==> src/rtl/button_scan_scheduler.sv <==
// -----------------------------------------------------------------------------
// button_scan_scheduler
//
// Round-robin debouncer for a small bank of push-buttons. A single shared
// counter is lent to one button at a time: the scan pointer walks the buttons
// until one whose synchronized level differs from its debounced level is
// found. The scheduler then parks on that button. The new level is accepted
// only after it has stayed stable for DEB_COUNT consecutive cycles. An
// accepted press (0 -> 1) produces a one-cycle strobe. An accepted release
// only clears the debounced level.
//
// Ports
//   clk        : system clock, rising edge
//   rst        : asynchronous, active-low reset
//   btn_raw    : raw asynchronous button pins, active-high (N_BTN bits)
//   enable     : scanning enable; low aborts any qualification and freezes
//                the scan pointer
//   pulse      : one-cycle press strobe per button, at most one bit set
//   held       : debounced level per button
//   busy       : high while a button is being qualified
//   active_idx : current scan pointer
// -----------------------------------------------------------------------------
module button_scan_scheduler #(
    parameter int N_BTN     = 4,
    parameter int DEB_COUNT = 5000000,
    parameter int CNT_W     = 23,
    parameter int IDX_W     = 2
) (
    input  logic             clk,
    input  logic             rst,
    input  logic [N_BTN-1:0] btn_raw,
    input  logic             enable,
    output logic [N_BTN-1:0] pulse,
    output logic [N_BTN-1:0] held,
    output logic             busy,
    output logic [IDX_W-1:0] active_idx
);

    typedef enum logic [0:0] {
        ST_SCAN    = 1'b0,
        ST_QUALIFY = 1'b1
    } state_t;

    localparam logic [IDX_W-1:0] LAST_IDX = IDX_W'(N_BTN - 1);
    localparam logic [CNT_W-1:0] CNT_LAST = CNT_W'(DEB_COUNT - 1);

    logic [N_BTN-1:0] sync1_r;
    logic [N_BTN-1:0] sync2_r;
    state_t           state_r;
    logic [CNT_W-1:0] cnt_r;
    logic             target_r;
    logic [IDX_W-1:0] ptr_r;
    logic [N_BTN-1:0] held_r;
    logic [N_BTN-1:0] pulse_r;
    logic             busy_r;

    logic [IDX_W-1:0] ptr_next_s;
    logic             sync_bit_s;
    logic             held_bit_s;

    // Two-flop synchronizer per button; nothing downstream looks at btn_raw.
    always_ff @(posedge clk or negedge rst) begin
        if (!rst) begin
            sync1_r <= {N_BTN{1'b0}};
            sync2_r <= {N_BTN{1'b0}};
        end else begin
            sync1_r <= btn_raw;
            sync2_r <= sync1_r;
        end
    end

    // Wrap-around successor of the scan pointer and the bits it selects.
    always_comb begin
        ptr_next_s = {IDX_W{1'b0}};
        sync_bit_s = sync2_r[ptr_r];
        held_bit_s = held_r[ptr_r];
        if (ptr_r == LAST_IDX) begin
            ptr_next_s = {IDX_W{1'b0}};
        end else begin
            ptr_next_s = ptr_r + IDX_W'(1);
        end
    end

    // Scan/qualify state machine with all outputs registered.
    always_ff @(posedge clk or negedge rst) begin
        if (!rst) begin
            state_r  <= ST_SCAN;
            cnt_r    <= {CNT_W{1'b0}};
            target_r <= 1'b0;
            ptr_r    <= {IDX_W{1'b0}};
            held_r   <= {N_BTN{1'b0}};
            pulse_r  <= {N_BTN{1'b0}};
            busy_r   <= 1'b0;
        end else begin
            // Strobe lasts a single cycle unless re-asserted below.
            pulse_r <= {N_BTN{1'b0}};
            if (!enable) begin
                // Pointer stays put so scanning resumes on the same button.
                state_r <= ST_SCAN;
                cnt_r   <= {CNT_W{1'b0}};
                busy_r  <= 1'b0;
            end else begin
                case (state_r)
                    ST_SCAN: begin
                        if (sync_bit_s != held_bit_s) begin
                            target_r <= sync_bit_s;
                            cnt_r    <= {CNT_W{1'b0}};
                            state_r  <= ST_QUALIFY;
                            busy_r   <= 1'b1;
                        end else begin
                            ptr_r <= ptr_next_s;
                        end
                    end
                    ST_QUALIFY: begin
                        if (sync_bit_s != target_r) begin
                            // Level bounced back: give the counter to the next button.
                            cnt_r   <= {CNT_W{1'b0}};
                            ptr_r   <= ptr_next_s;
                            state_r <= ST_SCAN;
                            busy_r  <= 1'b0;
                        end else if (cnt_r != CNT_LAST) begin
                            cnt_r <= cnt_r + CNT_W'(1);
                        end else begin
                            // Stable long enough; only a press is strobed.
                            held_r[ptr_r]  <= target_r;
                            pulse_r[ptr_r] <= target_r;
                            cnt_r          <= {CNT_W{1'b0}};
                            ptr_r          <= ptr_next_s;
                            state_r        <= ST_SCAN;
                            busy_r         <= 1'b0;
                        end
                    end
                    default: begin
                        state_r <= ST_SCAN;
                        cnt_r   <= {CNT_W{1'b0}};
                        busy_r  <= 1'b0;
                    end
                endcase
            end
        end
    end

    assign pulse      = pulse_r;
    assign held       = held_r;
    assign busy       = busy_r;
    assign active_idx = ptr_r;

endmodule

==> config.mk <==
export PLATFORM = sky130hd
export DESIGN_NAME = button_scan_scheduler
export DESIGN_NICKNAME = d
export VERILOG_FILES = /design/src/rtl/button_scan_scheduler.sv
export SDC_FILE = /design/constraint.sdc
export NUM_CORES = 1
export LEC_CHECK = 0
export CAP_MARGIN = 20
export CORE_MARGIN = 5
export CORE_UTILIZATION = 55
export CTS_CLUSTER_SIZE = 10
export DETAILED_ROUTE_END_ITERATION = 6
export GPL_ROUTABILITY_DRIVEN = 0
export PLACE_DENSITY = 0.84
export SYNTH_ARGS = -nofsm -noshare
export SYNTH_HDL_FRONTEND = slang
export SYNTH_SLANG_ARGS = --single-unit
==> constraint.sdc <==
create_clock -name clk -period 6.5 [get_ports clk]
set_input_delay 0.65 -clock clk [delete_from_list [all_inputs] [get_ports clk]]
set_output_delay 0.65 -clock clk [all_outputs]
set_load 0.02 [all_outputs]
==> insert_results.sql, run 1 <==
INSERT INTO impl_metrics (metric_group, metric, value, unit) VALUES
('finish', 'post_route_cells_drive_above_1_share', '0.08145', ''),
('clocking', 'postCtsHoldBufs', '0', ''),
('synthesis', 'synth_top_cells_by_area', 'dfrtp_1 50%, xor2_1 6.0%, nor2_1 4.0%', ''),
('critical_path', 'setup.worst_path.class', 'flop to flop', ''),
('global_route', 'grt_use_total', '0.1714', ''),
('routing', 'dr.pass1.iters', '4', ''),
('placed_design', 'detailed_place_hpwl', '2759', 'um'),
('synthesis', 'synth.yosys.seq_area_share', '0.5046', ''),
('timing', 'total_negative_setup_slacks', '0', 'ns'),
('synthesis', 'yosysTopAreaCellShare', '0.5046', ''),
('timing', 'fin_skew', '0.003706', 'ns'),
('finish', 'multi_input_area', '1008', 'um2'),
('run', 'cap_violations', '0', ''),
('critical_path', 'timing.critical_path.arrival', '2.77', 'ns'),
('global_route', 'grt_pass1_vias', '1455', ''),
('routing', 'drt-wirelength-per-cell', '14.82', 'um'),
('routing', 'postRouteWirelength', '3986', 'um'),
('synthesis', 'dominant_cell_by_count_in_the_synthesized_netlist', 'dfrtp_1', ''),
('timing', 'setup_repair_after_global_routing_missed_its_margin', 'false', ''),
('clocking', 'h_tree_level_count', '2', ''),
('synthesis', 'syn_nets', '215', ''),
('clocking', 'cts.repair_timing.setup_buffer_count', '0', ''),
('finish', 'filler_cell_count', '298', ''),
('finish', 'area_growth_syn_to_layout', '13.42', '%'),
('critical_path', 'critPathLaunchType', 'flop', ''),
('timing', 'timing.final.hold_violations', '0', ''),
('clocking', 'max_buffers_root_to_sink', '2', ''),
('synthesis', 'ys.warnings.count', '0', ''),
('clocking', 'cts-buffers-inserted', '5', ''),
('clocking', 'cts_root_buffer', 'clkbuf_8', ''),
('power_and_ir_drop', 'irDropWorstVdd', '232.1', 'uV'),
('timing', 'max_slew_margin', '0.4716', ''),
('synthesis', 'number_of_synthesized_register_bits', '44', ''),
('timing', 'achievable-frequency', '387.8', 'MHz'),
('routing', 'detailedRoute.firstIterationViolations', '77', ''),
('synthesis', 'post_synth_num_cell_types', '40', ''),
('critical_path', 'worstSetupEndpointType', 'flop', ''),
('clocking', 'ctsResizeCount', '0', ''),
('global_route', 'grt_antenna_before_repair', '0', ''),
('timing', 'layout_min_cycle_time', '2.579', 'ns'),
('die', 'die-height', '72.99', 'um'),
('die', 'design.core.area', '3744', 'um2'),
('timing', 'final_report_setup_violation_count', '0', ''),
('routing', 'dr_total_vias', '1527', ''),
('die', 'initial_core_util', '0.5829', ''),
('worst_hold_path', 'min-delay-path-class', 'primary input to async pin', ''),
('die', 'die_w', '72.99', 'um'),
('synthesis', 'synth_enable_flop_cells', '0', ''),
('placed_design', 'numPortBuffers', '17', ''),
('clocking', 'path_clk_slew', '0.08', 'ns'),
('finish', 'seqCellArea', '1101', 'um2'),
('die', 'num_rows', '22', ''),
('power_and_ir_drop', 'leakage', '1.040', 'nW'),
('die', 'total_die_area', '5327', 'um2'),
('clocking', 'numClockSinks', '44', ''),
('finish', 'nNetsFinal', '232', ''),
('synthesis', 'synth_common_cells', '44 x dfrtp_1, 23 x nor2_1, 18 x nand2_1', ''),
('synthesis', 'synth_cells', '203', ''),
('timing', 'timing.final.crit_share', '0.3967', ''),
('global_route', 'globalRouteOverflowTotal', '0', ''),
('routing', 'postRouteAntennaNets', '0', ''),
('finish', 'antenna_cells_inserted', '0', ''),
('global_route', 'grt_first_pass_wirelength', '7100', 'um'),
('synthesis', 'synth_area', '2182', 'um2'),
('critical_path', 'worst-path-max-fanout', '19', ''),
('synthesis', 'synth_ff_type', 'dfrtp_1', ''),
('global_route', 'maximum_number_of_pins_on_one_net_before_global_route_repair', '45', ''),
('clocking', 'tritoncts', 'built', ''),
('routing', 'detail_route.vias_per_cell', '5.677', ''),
('timing', 'number_of_max_slew_violations_in_the_final_report', '0', ''),
('synthesis', 'syn_avg_cell_area', '10.75', 'um2'),
('die', 'ios', '18', ''),
('synthesis', 'netlist.top_cell.by_area', 'dfrtp_1', ''),
('timing', 'tightestPinTransition', '0.7925', 'ns'),
('routing', 'post-route-drc-count', '0', ''),
('power_and_ir_drop', 'power-per-cell-area', '273.4', 'nW/um2'),
('critical_path', 'worst-endpoint-required', '6.69', 'ns'),
('timing', 'smallest_hold_slack', '0.2166', 'ns'),
('synthesis', 'ys_async_sr_fraction', '1.000', ''),
('outcome', 'status', 'finished clean', ''),
('clocking', 'clkLatencyLatePin', '0.30', 'ns');
==> cells in the final DEF, fill, tap and decap left out, types with 2 or more instances in the layout <==
cell	synthesis	routed
nand3_1	4	4
o2111ai_1	9	9
nand2_1	18	18
a21oi_1	6	6
clkinvlp_4	0	2
nand2b_1	2	2
clkdlybuf4s50_1	0	16
clkbuf_8	0	6
o21ai_0	14	14
xor2_1	15	15
or3_1	5	5
nor4_1	2	2
and3_1	8	8
nor2_1	23	23
dfrtp_1	44	44
and4_1	2	2
nor3_1	2	2
mux2_2	2	2
inv_1	6	6
ha_1	5	5
mux2_1	4	4
o211ai_1	3	3
and2_1	4	4
xnor2_1	2	2
==> routing by layer <==
layer	wire length, um	GRT usage	part of all wire	vias to the layer above
met3	142	0.03857	0.036	8
met4	74	0.07172	0.019	0
met1	1928	0.2491	0.48	738
met2	1841	0.2453	0.46	30
li1	-	-	-	751
met5	0	0	0	-
==> cell families after synthesis <==
logic type	after synthesis	synth area share
flops	44	0.5046
fa+ha+maj	5	0.02867
compound gates	36	0.1141
buf+inv	14	0.03325
mux	8	0.05332
simple gates	78	0.1852
xor+xnor	18	0.08085
==> final cells by class <==
class,instances,share of cell area
sequential,44,0.4449
multi-input combinational,145,0.4075
timing repair buffer,18,0.07482
clock buffer,6,0.03337
tap,48,0.02427
inverter,6,0.009100
clock inverter,2,0.006067
==> through the flow <==
step / util / worst slack [ns] / total power [mW] / cell area (um2) / std cells
2_1_floorplan: - / 4.155 / 0.4551 / 2182 / 203
3_3_place_gp: 0.6297 / 3.941 / 0.4919 / 2357 / 260
3_5_place_dp: 0.6297 / 3.811 / 0.5029 / 2357 / 260
4_1_cts: 0.6557 / 3.916 / 0.6816 / 2455 / 268
5_1_grt: 0.6611 / 3.745 / 0.7150 / 2475 / 269
6_report: 0.6611 / 3.921 / 0.6767 / 2475 / 269
==> worst paths after layout <==
| path | start | endpoint | slack, ns | cells after the start |
|---|---|---|---|---|
| min reg2reg | sync1_r[3] | sync2_r[3] | 0.35 | 0 |
| max in group asynchronous | rst | cnt_r[12] | 5.83 | 2 |
| min | rst | cnt_r[2] | 0.22 | 1 |
| min in group clk | sync1_r[3] | sync2_r[3] | 0.35 | 0 |
| max | active_idx[0] | active_idx[0] | 3.92 | 5 |
| max reg2reg | active_idx[0] | active_idx[0] | 3.92 | 5 |
==> critical path, cell delays in order (launching register included) <==
cell     delay (ns)
dfrtp_1        0.51
mux4_1         0.73
xor2_4         0.50
or2_1          0.25
o21ai_0        0.17
mux2_2         0.30
==> state kept, by name (all words and copies together) (netlist names) <==
name,flops
pulse,4
sync2_r,4
held,4
busy,1
sync1_r,4
cnt_r,23
state_r,1
target_r,1
active_idx,2
==> where the power goes <==
part           internal, mW  switching (mW)
clock                0.0859          0.0922
sequential            0.290          0.0198
combinational        0.0698           0.119
(Power assumes the default switching activity.)
==> run 2: changes to the inputs <==
==> constraint.sdc (replaced) <==
create_clock -name clk -period 2.38 [get_ports clk]
set_input_delay 0.238 -clock clk [delete_from_list [all_inputs] [get_ports clk]]
set_output_delay 0.238 -clock clk [all_outputs]
set_load 0.02 [all_outputs]
==> run 2 against run 1 <==
Against the previous run: non-clock buffer count grew 6; largest power group unchanged; wire length rose by 3.0%; combinational power grew to 2.9 times the previous value; worst setup slack worse by 3.8 ns; global-route usage up 0.45 points; hold slack worse by 0.15 ns; flip-flop and latch count did not move.
==> insert_results.sql, run 2 (synthesized netlist as in run 1, its figures left out) <==
INSERT INTO impl_metrics (metric_group, metric, value, unit) VALUES
('timing', 'timing.final.hold_violations', '0', ''),
('power_and_ir_drop', 'power-per-cell-area', '848.4', 'nW/um2'),
('critical_path', 'setup.worst_path.class', 'flop to flop', ''),
('timing', 'layout_min_cycle_time', '2.261', 'ns'),
('timing', 'achievable-frequency', '442.2', 'MHz'),
('run', 'cap_violations', '0', ''),
('power_and_ir_drop', 'post-layout-total-power', '2.177', 'mW'),
('finish', 'seqCellArea', '1101', 'um2'),
('placed_design', 'detailed_place_hpwl', '2802', 'um'),
('power_and_ir_drop', 'leakage', '1.093', 'nW'),
('critical_path', 'cell_breakdown_of_the_critical_path', 'or4b_2, nor4_2, and4_2, nand2_1, mux2_1', ''),
('critical_path', 'worstPathBufferInverterCount', '0', ''),
('clocking', 'cts-buffers-inserted', '5', ''),
('clocking', 'clkLatencyLatePin', '0.30', 'ns'),
('power_and_ir_drop', 'irDropWorstVdd', '573.8', 'uV'),
('critical_path', 'worst-endpoint-required', '2.57', 'ns'),
('clocking', 'postCtsHoldBufs', '0', ''),
('routing', 'detailedRoute.firstIterationViolations', '153', ''),
('timing', 'fin_skew', '0.006055', 'ns'),
('die', 'ios', '18', ''),
('global_route', 'grt_use_total', '0.1759', ''),
('finish', 'biggest_register', 'cnt_r', ''),
('critical_path', 'critPathTopFamily', 'simple AND/OR/NAND/NOR gates', ''),
('critical_path', 'worst-path-max-fanout', '8', ''),
('finish', 'filler_cell_count', '301', ''),
('clocking', 'numClockSinks', '44', ''),
('routing', 'postRouteWirelength', '4104', 'um'),
('timing', 'timing.final.crit_share', '0.9502', ''),
('routing', 'drt-wirelength-per-cell', '14.92', 'um'),
('routing', 'dr.pass1.iters', '4', ''),
('finish', 'layout_commonest_cell', 'dfrtp_1', ''),
('clocking', 'tritoncts', 'built', ''),
('global_route', 'grt_antenna_before_repair', '0', ''),
('routing', 'dr_total_vias', '1550', ''),
('critical_path', 'timing.critical_path.depth', '5', ''),
('clocking', 'max_buffers_root_to_sink', '2', ''),
('clocking', 'cts_root_buffer', 'clkbuf_8', ''),
('die', 'num_rows', '22', ''),
('outcome', 'status', 'finished clean', ''),
('critical_path', 'slowest_stage', 'or4b_2', ''),
('placed_design', 'numPortBuffers', '17', ''),
('routing', 'post-route-drc-count', '0', ''),
('finish', 'multi_input_area', '1006', 'um2'),
('timing', 'max_slew_margin', '0.3877', ''),
('global_route', 'maximum_number_of_pins_on_one_net_before_global_route_repair', '45', ''),
('critical_path', 'worst_path_largest_cell_delay', '0.68', 'ns'),
('global_route', 'globalRouteOverflowTotal', '0', ''),
('critical_path', 'timing.critical_path.arrival', '2.45', 'ns'),
('timing', 'number_of_max_slew_violations_in_the_final_report', '0', ''),
('die', 'total_die_area', '5327', 'um2'),
('global_route', 'grt_first_pass_wirelength', '7217', 'um'),
('timing', 'final_report_setup_violation_count', '0', ''),
('critical_path', 'r2r_cells', '5', ''),
('die', 'initial_core_util', '0.5829', ''),
('finish', 'most-common-layout-cells', '44 x dfrtp_1, 23 x nor2_1, 18 x nand2_1', ''),
('die', 'design.core.area', '3744', 'um2'),
('clocking', 'h_tree_level_count', '2', ''),
('die', 'die_w', '72.99', 'um'),
('worst_hold_path', 'min-delay-path-class', 'primary input to async pin', ''),
('finish', 'area_growth_syn_to_layout', '17.60', '%'),
('finish', 'largest_register_ff_count', '23', ''),
('finish', 'nNetsFinal', '238', ''),
('timing', 'setup_repair_after_global_routing_missed_its_margin', 'false', ''),
('finish', 'antenna_cells_inserted', '0', ''),
('routing', 'postRouteAntennaNets', '0', ''),
('die', 'die-height', '72.99', 'um'),
('clocking', 'path_clk_slew', '0.08', 'ns'),
('critical_path', 'worstSetupEndpointType', 'flop', ''),
('global_route', 'grt_pass1_vias', '1515', ''),
('timing', 'total_negative_setup_slacks', '0', 'ns'),
('finish', 'post_route_cells_drive_above_1_share', '0.1145', ''),
('critical_path', 'critPathLaunchType', 'flop', ''),
('timing', 'tightestPinTransition', '0.9185', 'ns'),
('routing', 'detail_route.vias_per_cell', '5.636', '');
run 2: layout make-up:
type,count,area share
clock inverters,3,0.03510
flip-flops and latches,44,0.4291
well taps,48,0.02340
inverters,6,0.008776
multi-input cells,145,0.3920
repair buffers,24,0.08484
clock buffers,5,0.02682
run 2: power by group:
| group | switching [mW] | leakage, nW | internal [mW] | total, mW |
|---|---|---|---|---|
| Combinational | 0.331 | 0.430 | 0.221 | 0.553 |
| Sequential | 0.0480 | 0.585 | 0.792 | 0.840 |
| Clock | 0.259 | 0.0784 | 0.525 | 0.784 |
| Total | 0.639 | 1.09 | 1.54 | 2.18 |
run 2: worst paths after layout:
| check | slack [ns] | end | startpoint |
|---|---|---|---|
| min in group clk | 0.35 | sync2_r[3] | sync1_r[3] |
| min | 0.06 | sync1_r[2] | rst |
| max in group asynchronous | 1.74 | pulse[2] | rst |
| max reg2reg | 0.12 | held[2] | cnt_r[10] |
| min reg2reg | 0.35 | sync2_r[3] | sync1_r[3] |
| max | 0.12 | held[2] | cnt_r[10] |
run 2: routing by layer:
layer / wire, um / track usage / share of wire / up-vias
li1: - / - / - / 762
met1: 1882 / 0.2334 / 0.46 / 751
met2: 1977 / 0.2751 / 0.48 / 29
met3: 152 / 0.04132 / 0.037 / 8
met4: 91 / 0.07377 / 0.022 / 0
met5: 0 / 0 / 0 / -
run 2: per-stage QoR:
step,utilization,std cells,instance area (um2),hold WS (ns),setup slack (ns)
CTS,0.6862,275,2569,0.1103,0.07322
global route,0.6855,275,2566,0.1703,0.007635
floorplan,-,203,2182,-0.05759,0.03464
finish,0.6855,275,2566,0.06396,0.1185
global placement,0.6437,267,2410,0.3325,0.1640
detailed placement,0.6437,267,2410,0.3347,0.1018
run 2: timing repair:
| action | CTS | global route |
|---|---|---|
| gates resized for setup | 0 | 2 |
| setup buffers | 0 | 0 |
| endpoints found under the setup margin | 0 | 6 |
